==> config.mk <==
export PLATFORM = sky130hd
export DESIGN_NAME = pid_param
export DESIGN_NICKNAME = d
export VERILOG_FILES = /design/src/rtl/pid_param.sv
export SDC_FILE = /design/constraint.sdc
export NUM_CORES = 1
export LEC_CHECK = 0
export CAP_MARGIN = 30
export CORE_MARGIN = 1
export CORE_UTILIZATION = 25
export DETAILED_ROUTE_END_ITERATION = 6
export PLACE_DENSITY = 0.38
export SYNTH_ARGS = -nofsm -noshare
export SYNTH_HDL_FRONTEND = slang
export SYNTH_SLANG_ARGS = --single-unit
==> constraint.sdc <==
create_clock -name clk -period 9.1 [get_ports clk]
set_clock_uncertainty 0.1 [all_clocks]
set_input_delay 1.82 -clock clk [delete_from_list [all_inputs] [get_ports clk]]
set_output_delay 1.82 -clock clk [all_outputs]
set_load 0.05 [all_outputs]
==> src/rtl/pid_param.sv <==
// Heading PID controller: wrapped heading error, saturating integrator and derivative history,
// differential left/right motor speed around a forward speed, plus an at-heading flag.
module pid_param #(
  parameter int unsigned HDNG_W    = 12,
  parameter int unsigned FWD_W     = 11,
  parameter int unsigned OUT_W     = 12,
  parameter int unsigned ERR_W     = 10,
  parameter int unsigned P_COEF    = 3,
  parameter int unsigned D_COEF    = 5,
  parameter int unsigned DIFF_W    = 7,
  parameter int unsigned D_DEPTH   = 2,
  parameter int unsigned INTEG_W   = 16,
  parameter int unsigned I_SHIFT   = 4,
  parameter int unsigned PID_SHIFT = 3,
  parameter int unsigned AT_THRESH = 30
) (
  input  logic                    clk,
  input  logic                    rst,
  input  logic                    moving,
  input  logic [HDNG_W-1:0]       dsrd_hdng,
  input  logic [HDNG_W-1:0]       actl_hdng,
  input  logic                    hdng_vld,
  input  logic [FWD_W-1:0]        frwrd_spd,
  output logic signed [OUT_W-1:0] lft_spd,
  output logic signed [OUT_W-1:0] rght_spd,
  output logic                    at_hdng
);

  localparam int unsigned MaxA = (INTEG_W > ERR_W) ? INTEG_W : ERR_W;
  localparam int unsigned MaxB = (HDNG_W > OUT_W) ? HDNG_W : OUT_W;
  localparam int unsigned MaxC = (MaxA > MaxB) ? MaxA : MaxB;
  localparam int unsigned MaxD = (MaxC > FWD_W) ? MaxC : FWD_W;
  localparam int unsigned MaxW = (MaxD > DIFF_W) ? MaxD : DIFF_W;
  // Headroom for a full 32-bit gain times the widest operand plus the three-term sum.
  localparam int unsigned SumW = MaxW + 36;

  localparam logic signed [SumW-1:0] PCoef    = SumW'(P_COEF);
  localparam logic signed [SumW-1:0] DCoef    = SumW'(D_COEF);
  localparam logic signed [SumW-1:0] AtThresh = SumW'(AT_THRESH);

  function automatic logic signed [SumW-1:0] sat(input logic signed [SumW-1:0] v,
                                                 input int unsigned             w);
    logic signed [SumW-1:0] hi, lo;
    hi = (SumW'(1) << (w - 1)) - SumW'(1);
    lo = ~hi;
    if (v > hi) return hi;
    if (v < lo) return lo;
    return v;
  endfunction

  logic signed [ERR_W-1:0]   err_q;
  logic signed [ERR_W-1:0]   hist_q [D_DEPTH];
  logic signed [INTEG_W-1:0] integ_q;
  logic signed [OUT_W-1:0]   lft_spd_q, rght_spd_q;
  logic                      at_hdng_q;

  logic signed [HDNG_W-1:0]  err_raw;
  logic signed [ERR_W-1:0]   err_sat;
  logic signed [INTEG_W-1:0] integ_d;
  logic signed [SumW-1:0]    err_q_w, p_term, i_term, d_term, pid, fwd_w, err_abs;
  logic signed [OUT_W-1:0]   lft_d, rght_d;
  logic                      at_d;

  always_comb begin
    // Modular subtraction reinterpreted as signed gives the shortest way round the circle.
    err_raw = actl_hdng - dsrd_hdng;
    err_sat = ERR_W'(sat(SumW'(err_raw), ERR_W));
    integ_d = INTEG_W'(sat(SumW'(integ_q) + SumW'(err_sat), INTEG_W));

    err_q_w = SumW'(err_q);
    p_term  = PCoef * err_q_w;
    i_term  = SumW'(integ_q) >>> I_SHIFT;
    d_term  = DCoef * sat(err_q_w - SumW'(hist_q[D_DEPTH-1]), DIFF_W);
    pid     = (p_term + i_term + d_term) >>> PID_SHIFT;

    fwd_w   = SumW'(frwrd_spd);
    lft_d   = OUT_W'(sat(fwd_w + pid, OUT_W));
    rght_d  = OUT_W'(sat(fwd_w - pid, OUT_W));

    err_abs = err_q_w[SumW-1] ? -err_q_w : err_q_w;
    at_d    = err_abs < AtThresh;
  end

  always_ff @(posedge clk) begin
    if (rst) begin
      err_q      <= '0;
      integ_q    <= '0;
      lft_spd_q  <= '0;
      rght_spd_q <= '0;
      at_hdng_q  <= 1'b0;
      for (int k = 0; k < D_DEPTH; k++) hist_q[k] <= '0;
    end else begin
      if (hdng_vld) begin
        hist_q[0] <= err_q;
        for (int k = D_DEPTH - 1; k > 0; k--) hist_q[k] <= hist_q[k-1];
        err_q <= err_sat;
      end
      // The integrator only runs while moving; standing still discards accumulated error.
      if (!moving)       integ_q <= '0;
      else if (hdng_vld) integ_q <= integ_d;

      lft_spd_q  <= moving ? lft_d  : '0;
      rght_spd_q <= moving ? rght_d : '0;
      at_hdng_q  <= at_d;
    end
  end

  assign lft_spd  = lft_spd_q;
  assign rght_spd = rght_spd_q;
  assign at_hdng  = at_hdng_q;

endmodule

==> impl_metrics.ini, run 1 <==
[run_status]
status = complete, no violations

[clock_network]
clk_latency_ns = 0.35
cts-hold-fix-buffers = 0
cts-root-buf = clkbuf_16
cts_tree = yes
cts_buffer_depth = 2
numClockSinks = 71
cts-buffers-inserted = 9
htree_levels = 3
clk_pin_slew_ns = 0.07

[final_layout]
area_growth_pct = 28.68
design_area_mm2 = 0.01071
final_util_pct = 32.82
drive_gt1_share_pct = 15.79
nNetsFinal = 1321

[detailed_routing]
vias = 7237
drt_iter0_drc = 283
vias_per_cell = 4.572
postRouteAntennaNets = 0
first_pass_iters = 4
wirelength_um = 23130
wl_per_cell_um = 14.61
drc = 0

[yosys]
synth-warning-count = 0
synth_nets = 1197
ys_seq_area_share_pct = 19.49
syn_avg_cell_area_um2 = 8.229
ys_seq_elements = 71
yosysTopAreaCellShare_pct = 15.64
synth_flop_cell = dfxtp_1
syn_inst = 1011
synth_edf_count = 20
yosysTopAreaCell = ha_1
synth_area_leaders = ha_1 16%, dfxtp_1 12%, fa_1 10%
netlist_area_mm2 = 0.008319
synthDistinctLibCells = 80
synthArstFlopShare_pct = 0

[grt]
grt.total_usage_pct = 13.65
overflow = 0
grt_pass1_wl_um = 36500
grt_max_degree = 37
antenna_found_initial = 0
grt_pass1_vias = 7252

[floorplan]
initial_core_util_pct = 25.50
core-area_mm2 = 0.03262
boundaryPins = 64
die-width_um = 184.4
num_rows = 66
die_area_mm2 = 0.03401
die_h_um = 184.4

[placed_design]
routabilityCongestion = 0.8389
port_buffers = 63
place_hpwl_um = 18750
dpl_cell_area_mm2 = 0.009908

[setup_path]
worstPathMaxFanout = 7
worstPathArrival_ns = 9.07
cp_common_cell = inv_2
endpoint_kind = register
critPathKind = register to register
startpoint_type = register
worstPathRequired_ns = 9.22
slowest_stage = fa_1
slowest_delay_ns = 0.54

[timing]
setup_viol = 0
grt_setup_unrepaired = yes
min_period_ns = 8.950
fin_crit_sh_pct = 98.35
worst_pin_slew_ns = 1.228
hold_violations = 0
setup_tns_ns = 0
fmax_mhz = 111.7
slew_headroom_pct = 17.78
slew_violations = 0

[worst_hold_path]
hp-class = register to register

[job]
maxCapViolations = 0
cells by family after synthesis:
group	after synthesis	synth area share, %
AOI/OAI and AO/OA	258	21.07
xor gates and xnor gates	57	6.001
buffers and inverters	182	8.437
DFF	71	19.49
and+or+nand+nor	288	18.03
adders and majority gates	150	26.35
muxes	5	0.6166
through the flow:
step	worst slack, ns	instances	hold WS, ns
finish	0.1503	1583	0.4192
global route	-0.2345	1582	0.4359
CTS	0.01260	1567	0.4207
detailed placement	-0.1514	1551	0.4009
global placement	-0.05966	1551	0.3944
floorplan	0.04673	1011	0.3694
Yosys cell counts, drive strengths merged, types with 3 or more instances:
cell type	instances
a2111oi	5
a211o	4
a211oi	14
a21boi	6
a21o	22
a21oi	68
a22o	3
a31oi	6
and2	25
and3	11
buf	10
clkbuf	24
dfxtp	51
edfxtp	20
fa	43
ha	104
inv	148
maj3	3
mux2i	4
nand2	44
nand2b	12
nand3	20
nand4	9
nor2	83
nor2b	22
nor3	22
nor3b	5
nor4	7
o211ai	16
o21a	10
o21ai	61
o21bai	8
o221ai	3
o311ai	3
o31ai	8
o41ai	3
or2	9
or3	10
or4	5
xnor2	40
xor2	17
cell type report:
class	instances	area, um2
Multi-Input combinational cell	760	6367
Timing Repair Buffer	145	1275
Tap cell	442	553.0
Fill cell	3506	21910
Sequential cell	71	1624
Inverter	148	555.5
Clock buffer	9	225.2
Antenna cell	1	2.502
Clock inverter	7	102.6
repair_timing:
item / 4_1_cts / 5_1_grt
gates resized for setup: 8 / 69
pin swaps: 3 / 20
endpoints found under the setup margin: 21 / 24
buffers inserted: 0 / 13
gates cloned: 0 / 2
sequential cells by signal, indices dropped and copies added (netlist names):
| signal | cells |
|---|---|
| lft_spd | 12 |
| at_hdng | 1 |
| integ_q | 16 |
| err_q | 10 |
| hist_q | 20 |
| rght_spd | 12 |
worst paths after layout:
| check | cells past startpoint | slack, ns | startpoint | to |
|---|---|---|---|---|
| setup / recovery | 43 | 0.15 | err_q[0] | rght_spd[0] |
| hold reg to reg | 2 | 0.42 | integ_q[2] | integ_q[2] |
| setup reg to reg | 43 | 0.15 | err_q[0] | rght_spd[0] |
| hold / removal | 2 | 0.42 | integ_q[2] | integ_q[2] |
per-layer routing:
layer | track usage, % | vias up | part of all wire [%]
met4 | 2.633 | 0 | 0.70
met2 | 24.85 | 124 | 51
met5 | 0 | - | 0
met3 | 1.936 | 12 | 2.7
met1 | 16.97 | 3358 | 46
li1 | - | 3743 | -
worst max-delay path: cells and delay by family, from the launching register on:
kind            cells  cell delay, ns
flops               1            0.33
compound gates     14            2.37
fa+ha+maj           9            3.25
mux                 1            0.18
xor+xnor            1            0.12
simple gates        8            1.59
buf+inv            10            0.87
placed cells by master, fill, tap and decap left out, drive strengths merged, types with 5 or more instances in the layout:
master,instances
a2111oi,5
a211oi,14
a21boi,6
a21o,22
a21oi,68
a31oi,6
and2,25
and3,11
buf,82
clkbuf,9
clkdlybuf4s50,63
dfxtp,51
edfxtp,20
fa,43
ha,104
inv,151
nand2,44
nand2b,13
nand3,20
nand4,9
nor2,83
nor2b,22
nor3,22
nor3b,5
nor4,7
o211ai,16
o21a,10
o21ai,61
o21bai,8
o31ai,8
or2,9
or3,10
or4,5
xnor2,40
xor2,17
Power of run 1 is not shown: default switching activity piles up to over one toggle a cycle in this logic, so the estimate is an artifact.
==> inputs of run 2 (changes only) <==
--- a/config.mk
+++ b/config.mk
@@ -8,6 +8,7 @@
 export CAP_MARGIN = 30
 export CORE_MARGIN = 1
 export CORE_UTILIZATION = 25
+export CTS_CLUSTER_DIAMETER = 200
 export DETAILED_ROUTE_END_ITERATION = 6
 export PLACE_DENSITY = 0.38
 export SYNTH_ARGS = -nofsm -noshare
==> results of run 2 <==
Final layout, timing and power as in run 1 (identical DEF).
Power of run 2 is left out for the same reason.
